===== config.mk =====
export PLATFORM = sky130hd
export DESIGN_NAME = ram_copy_master_flat
export DESIGN_NICKNAME = d
export VERILOG_FILES = /design/src/rtl/ram_copy_master_if.sv /design/src/rtl/ram_copy_master.sv /design/src/flat_wrapper.sv
export SDC_FILE = /design/constraint.sdc
export NUM_CORES = 1
export LEC_CHECK = 0
export ABC_AREA = 1
export BUFFER_PORTS_ARGS = -buffer_cell sky130_fd_sc_hd__buf_2
export CAP_MARGIN = 0
export CORE_MARGIN = 10
export CORE_UTILIZATION = 38
export DETAILED_ROUTE_END_ITERATION = 8
export PLACE_DENSITY = 0.76
export SETUP_SLACK_MARGIN = 0.2
export SLEW_MARGIN = 15
export SYNTH_ARGS = -nofsm -noshare
export SYNTH_HDL_FRONTEND = slang
export SYNTH_SLANG_ARGS = --single-unit

===== constraint.sdc =====
create_clock -name clk -period 1.9 [get_ports clk]
set_clock_uncertainty 0.15 [all_clocks]
set_input_delay 0.38 -clock clk [delete_from_list [all_inputs] [get_ports clk]]
set_output_delay 0.38 -clock clk [all_outputs]
set_load 0.05 [all_outputs]

===== src/rtl/ram_copy_master_if.sv =====
// RAM port bundle between the copy engine (master) and the single-port data RAM (slave).
interface ram_copy_master_if #(
    parameter int DW = 16,
    parameter int AW = 13
);
    logic [AW-1:0] mem_addr;
    logic          mem_we;
    logic [DW-1:0] mem_wdata;
    logic [DW-1:0] mem_rdata;

    modport master (output mem_addr, mem_we, mem_wdata, input  mem_rdata);
    modport slave  (input  mem_addr, mem_we, mem_wdata, output mem_rdata);
endinterface


===== src/rtl/ram_copy_master.sv =====
// Block copy engine on a single-port, one-cycle synchronous-read RAM.
// Defining RAM_COPY_FILL_EN adds a fill mode (fill / fill_val ports).
module ram_copy_master #(
    parameter int DW = 16,
    parameter int AW = 13
) (
    input  logic          clk,
    input  logic          rst,
    input  logic          start,
    input  logic [AW-1:0] src,
    input  logic [AW-1:0] dst,
    input  logic [AW-1:0] len,
`ifdef RAM_COPY_FILL_EN
    input  logic          fill,
    input  logic [DW-1:0] fill_val,
`endif
    output logic          busy,
    output logic          done,
    ram_copy_master_if.master mem
);
    typedef enum logic [1:0] {IDLE, RD, WR, FIN} state_t;

    typedef struct packed {
        logic [AW-1:0] sa;
        logic [AW-1:0] da;
        logic [AW-1:0] cnt;
    } xfer_t;

    state_t state, state_nxt;
    xfer_t  xf;
    logic   accept;
    logic   last;
    logic   fill_in;
    logic   fill_mode;
    logic [DW-1:0] fill_data;

    assign accept = (state == IDLE) && start && (len != '0);
    assign last   = (xf.cnt == AW'(1));

`ifdef RAM_COPY_FILL_EN
    logic          fill_q;
    logic [DW-1:0] fill_val_q;

    always_ff @(posedge clk) begin
        if (!rst) begin
            fill_q     <= 1'b0;
            fill_val_q <= '0;
        end else if (accept) begin
            fill_q     <= fill;
            fill_val_q <= fill_val;
        end
    end

    assign fill_in   = fill;
    assign fill_mode = fill_q;
    assign fill_data = fill_val_q;
`else
    assign fill_in   = 1'b0;
    assign fill_mode = 1'b0;
    assign fill_data = '0;
`endif

    always_ff @(posedge clk) begin
        if (!rst) state <= IDLE;
        else      state <= state_nxt;
    end

    // Transfer context: loaded on accept, stepped once per written word.
    always_ff @(posedge clk) begin
        if (!rst) begin
            xf <= '0;
        end else if (accept) begin
            xf <= '{sa: src, da: dst, cnt: len};
        end else if (state == WR) begin
            xf.sa  <= xf.sa  + AW'(1);
            xf.da  <= xf.da  + AW'(1);
            xf.cnt <= xf.cnt - AW'(1);
        end
    end

    always_comb begin
        state_nxt = state;
        unique case (state)
            IDLE: if (start) state_nxt = (len == '0) ? FIN : (fill_in ? WR : RD);
            RD:   state_nxt = WR;
            WR:   state_nxt = last ? FIN : (fill_mode ? WR : RD);
            FIN:  state_nxt = IDLE;
            default: state_nxt = IDLE;
        endcase
    end

    // Read data passes straight through on WR; the RAM holds it while we=1.
    always_comb begin
        busy          = 1'b0;
        done          = 1'b0;
        mem.mem_addr  = '0;
        mem.mem_we    = 1'b0;
        mem.mem_wdata = '0;
        unique case (state)
            RD: begin
                busy         = 1'b1;
                mem.mem_addr = xf.sa;
            end
            WR: begin
                busy          = 1'b1;
                mem.mem_addr  = xf.da;
                mem.mem_we    = 1'b1;
                mem.mem_wdata = fill_mode ? fill_data : mem.mem_rdata;
            end
            FIN:     done = 1'b1;
            default: ;
        endcase
    end
endmodule


===== src/flat_wrapper.sv =====
// flat-port wrapper written by rule: the top's interface ports become plain ports
module ram_copy_master_flat 
#(
    parameter int DW = 16,
    parameter int AW = 13
)
  (clk, rst, start, src, dst, len, busy, done, mem_mem_addr, mem_mem_we, mem_mem_wdata, mem_mem_rdata);
  ram_copy_master_if #(.DW(DW), .AW(AW)) mem_i ();
  input  logic clk;
  input  logic rst;
  input  logic start;
  input  logic [AW-1:0] src;
  input  logic [AW-1:0] dst;
  input  logic [AW-1:0] len;
  output logic busy;
  output logic done;
  output wire logic [$bits(mem_i.mem_addr)-1:0] mem_mem_addr;
  output wire logic [$bits(mem_i.mem_we)-1:0] mem_mem_we;
  output wire logic [$bits(mem_i.mem_wdata)-1:0] mem_mem_wdata;
  input wire logic [$bits(mem_i.mem_rdata)-1:0] mem_mem_rdata;
  assign mem_mem_addr = mem_i.mem_addr;
  assign mem_mem_we = mem_i.mem_we;
  assign mem_mem_wdata = mem_i.mem_wdata;
  assign mem_i.mem_rdata = mem_mem_rdata;
  ram_copy_master #(.DW(DW), .AW(AW)) u_core (.clk(clk), .rst(rst), .start(start), .src(src), .dst(dst), .len(len), .busy(busy), .done(done), .mem(mem_i));
endmodule

==> flow_metrics.tcl <==
set metrics [dict create \
    track_usage_pct 19.7 \
    start_util_pct 39.2 \
    cts_sinks 41 \
    instances_no_fill 791 \
    die_y_um 112 \
    drtIter0Drc 395 \
    grt_max_degree 31 \
    register_area_um2 828 \
    avgViaCountPerCell 5.45 \
    cts_tree "built" \
    drc 0 \
    vdd_drop_max_uv 821 \
    ant_nets 0 \
    synthesis.nets 636 \
    place_hpwl_um 7960 \
    path_clk_slew_ps 90 \
    critPathMaxStageDelay_ps 370 \
    status "finished, violations left" \
    grt_pass1_vias 4264 \
    final-hold-violation-count 0 \
    antenna_found_initial 0 \
    fin_crit_sh_pct 113 \
    path_max_fanout 7 \
    finalCriticalPeriod_ps 2140 \
    syn_inst 569 \
    final-max-slew-violation-count 0 \
    fin_ws_ps -242 \
    fin_nets 752 \
    ctsHoldBuffers 0 \
    worstSetupPathType "reg2out" \
    clock-root-buffer "clkbuf_8" \
    power_uw 4170 \
    grt_setup_unrepaired "true" \
    drtPass1Iterations 5 \
    area_delta_synth_final_pct 69.0 \
    syn_avg_cell_area_um2 5.70 \
    cts_buffers 5 \
    timing.fmax_mhz 467 \
    grt_pass1_wl_um 21100 \
    multi_input_area_mm2 0.00269 \
    cp_cell_sequence "inv_4 > ha_4 > buf_6 > nand2_1 > a21oi_4 > buf_8" \
    placed_area_mm2 0.00427 \
    start_kind "flip-flop" \
    antennaDiodeCount 0 \
    worst_pin_slew_ps 586 \
    violations "negative setup slack" \
    port_buffers 89 \
    relSlewSlack_pct 60.9 \
    cts_buffer_depth 2 \
    cp.arrival_ps 1610 \
    cap_viol_max_count 0 \
    fill_cells 642 \
    hold_path_class "in2reg" \
    dieArea_mm2 0.0126 \
    dr_total_vias 4311 \
    critPathSlowestCell "dfxtp_4" \
    core_area_mm2 0.00826 \
    overflow 0 \
    syn-cell-area_mm2 0.00324 \
    critical_path_required_ps 1370 \
    layout_commonest_cell "nand2_1" \
    yosys_warnings 0 \
    p_leak_uw 0.00258 \
    design_area_mm2 0.00548 \
    rows 33 \
    globalplace.congestion 0.885 \
    dieWidth_um 112 \
    p_per_area_mw_per_mm2 762 \
    seq_area_frac_synth_pct 25.3 \
    drt-total-wl_um 13300 \
    boundaryPins 90 \
    wl_per_cell_um 16.9 \
    end_kind "output port" \
    ys_seq_elements 41 \
    clk_latency_ps 300 \
    utilization_pct 66.3 \
    dp.cells 758 \
    cts_htree_levels 2 \
    layout-drive-gt1-share_pct 41.5 \
    fin_hold_ws_ps 206 \
    yosys.cell_types.count 28 \
    mostFrequentLayoutCells "145 x nand2_1, 59 x buf_2, 58 x inv_1, 55 x nor2_1, 42 x nand3_1" \
    setup_viol 31 \
]
[power breakdown]
group	total, µW	switching [µW]	internal [µW]
Clock	583	327	256
Sequential	1170	181	985
Combinational	2420	1440	982
[state kept, by name (all words and copies together) (netlist names)]
name          cells
u_core.state      2
u_core.xf        39
[worst max-delay path, delay by kind of cell (launching register included)]
kind | cells | cell delay (ps)
DFF | 1 | 370
and+or+nand+nor | 1 | 130
adders and majority gates | 1 | 240
AOI/OAI and AO/OA | 1 | 180
buffers and inverters | 3 | 400
[routing by layer]
layer	vias up	GRT usage, %	part of all wire, %
met3	42	4.58	9.7
met5	-	0	0
met1	1986	22.6	39
met2	276	34.4	48
met4	0	7.70	3.1
li1	2007	-	-
[cell usage after synthesis]
| library cell | number | area share (%) |
|---|---|---|
| nand2_1 | 171 | 20 |
| inv_1 | 82 | 9.5 |
| nand3_1 | 82 | 13 |
| nor2_1 | 71 | 8.2 |
| dfxtp_1 | 41 | 25 |
| a21oi_1 | 27 | 4.2 |
| xor2_1 | 14 | 3.8 |
| o21ai_0 | 12 | 1.9 |
| ha_1 | 9 | 3.5 |
| clkbuf_1 | 7 | 0.81 |
| buf_1 | 6 | 0.69 |
| buf_2 | 6 | 0.93 |
| nand3b_1 | 6 | 1.4 |
| nand4_1 | 5 | 0.97 |
| nor3_1 | 5 | 0.77 |
| a31oi_1 | 3 | 0.58 |
| buf_4 | 3 | 0.69 |
| buf_6 | 3 | 1.0 |
| or2_2 | 3 | 0.58 |
| inv_2 | 2 | 0.23 |
| nand2_2 | 2 | 0.39 |
| o21ai_1 | 2 | 0.31 |
| xnor2_1 | 2 | 0.54 |
| nand2_4 | 1 | 0.35 |
| nor2_2 | 1 | 0.19 |
| nor3_2 | 1 | 0.31 |
| o21bai_1 | 1 | 0.23 |
| or2_1 | 1 | 0.19 |
[final timing paths]
kind / start / end / slack [ps] / cells after the start
max: u_core.state[0]$_SDFFE_PN0P_ / mem_mem_addr[7] / -240 / 6
min: src[0] / u_core.xf[26]$_SDFFE_PN0P_ / 210 / 3
max reg2reg: u_core.state[0]$_SDFFE_PN0P_ / u_core.xf[12]$_SDFFE_PN0P_ / -10 / 11
min reg2reg: u_core.xf[24]$_SDFFE_PN0P_ / u_core.xf[24]$_SDFFE_PN0P_ / 430 / 2
[through the flow]
stage / TNS, ps / setup WS [ps]
global placement: -439 / -41.7
finish: -5300 / -242
global route: -7220 / -287
CTS: -5250 / -230
detailed placement: -1680 / -93.7
floorplan: -1740 / -161
[logic make-up (layout without fill, tap and decap cells)]
kind of cell / after synthesis / after routing / share of synthesized area [%]
adders and majority gates: 9 / 9 / 3.47
DFF: 41 / 41 / 25.3
buffers and inverters: 109 / 225 / 13.9
xor gates and xnor gates: 16 / 16 / 4.32
AOI/OAI and AO/OA: 45 / 45 / 7.14
and+or+nand+nor: 349 / 350 / 45.8
[layout make-up]
cell class	count	area share, %
repair buffers	133	24.4
well taps	105	2.40
flip-flops and latches	41	15.1
clock buffers	6	1.33
inverters	84	7.38
multi-input cells	420	49.2
clock inverters	2	0.183
[timing repair]
item	in CTS	in global routing
resized for setup	192	30
setup buffers	15	4
endpoints found under the setup margin	68	72
pin swaps	41	6
cloned	6	0
Note: power is estimated with default switching activity, not from simulation.
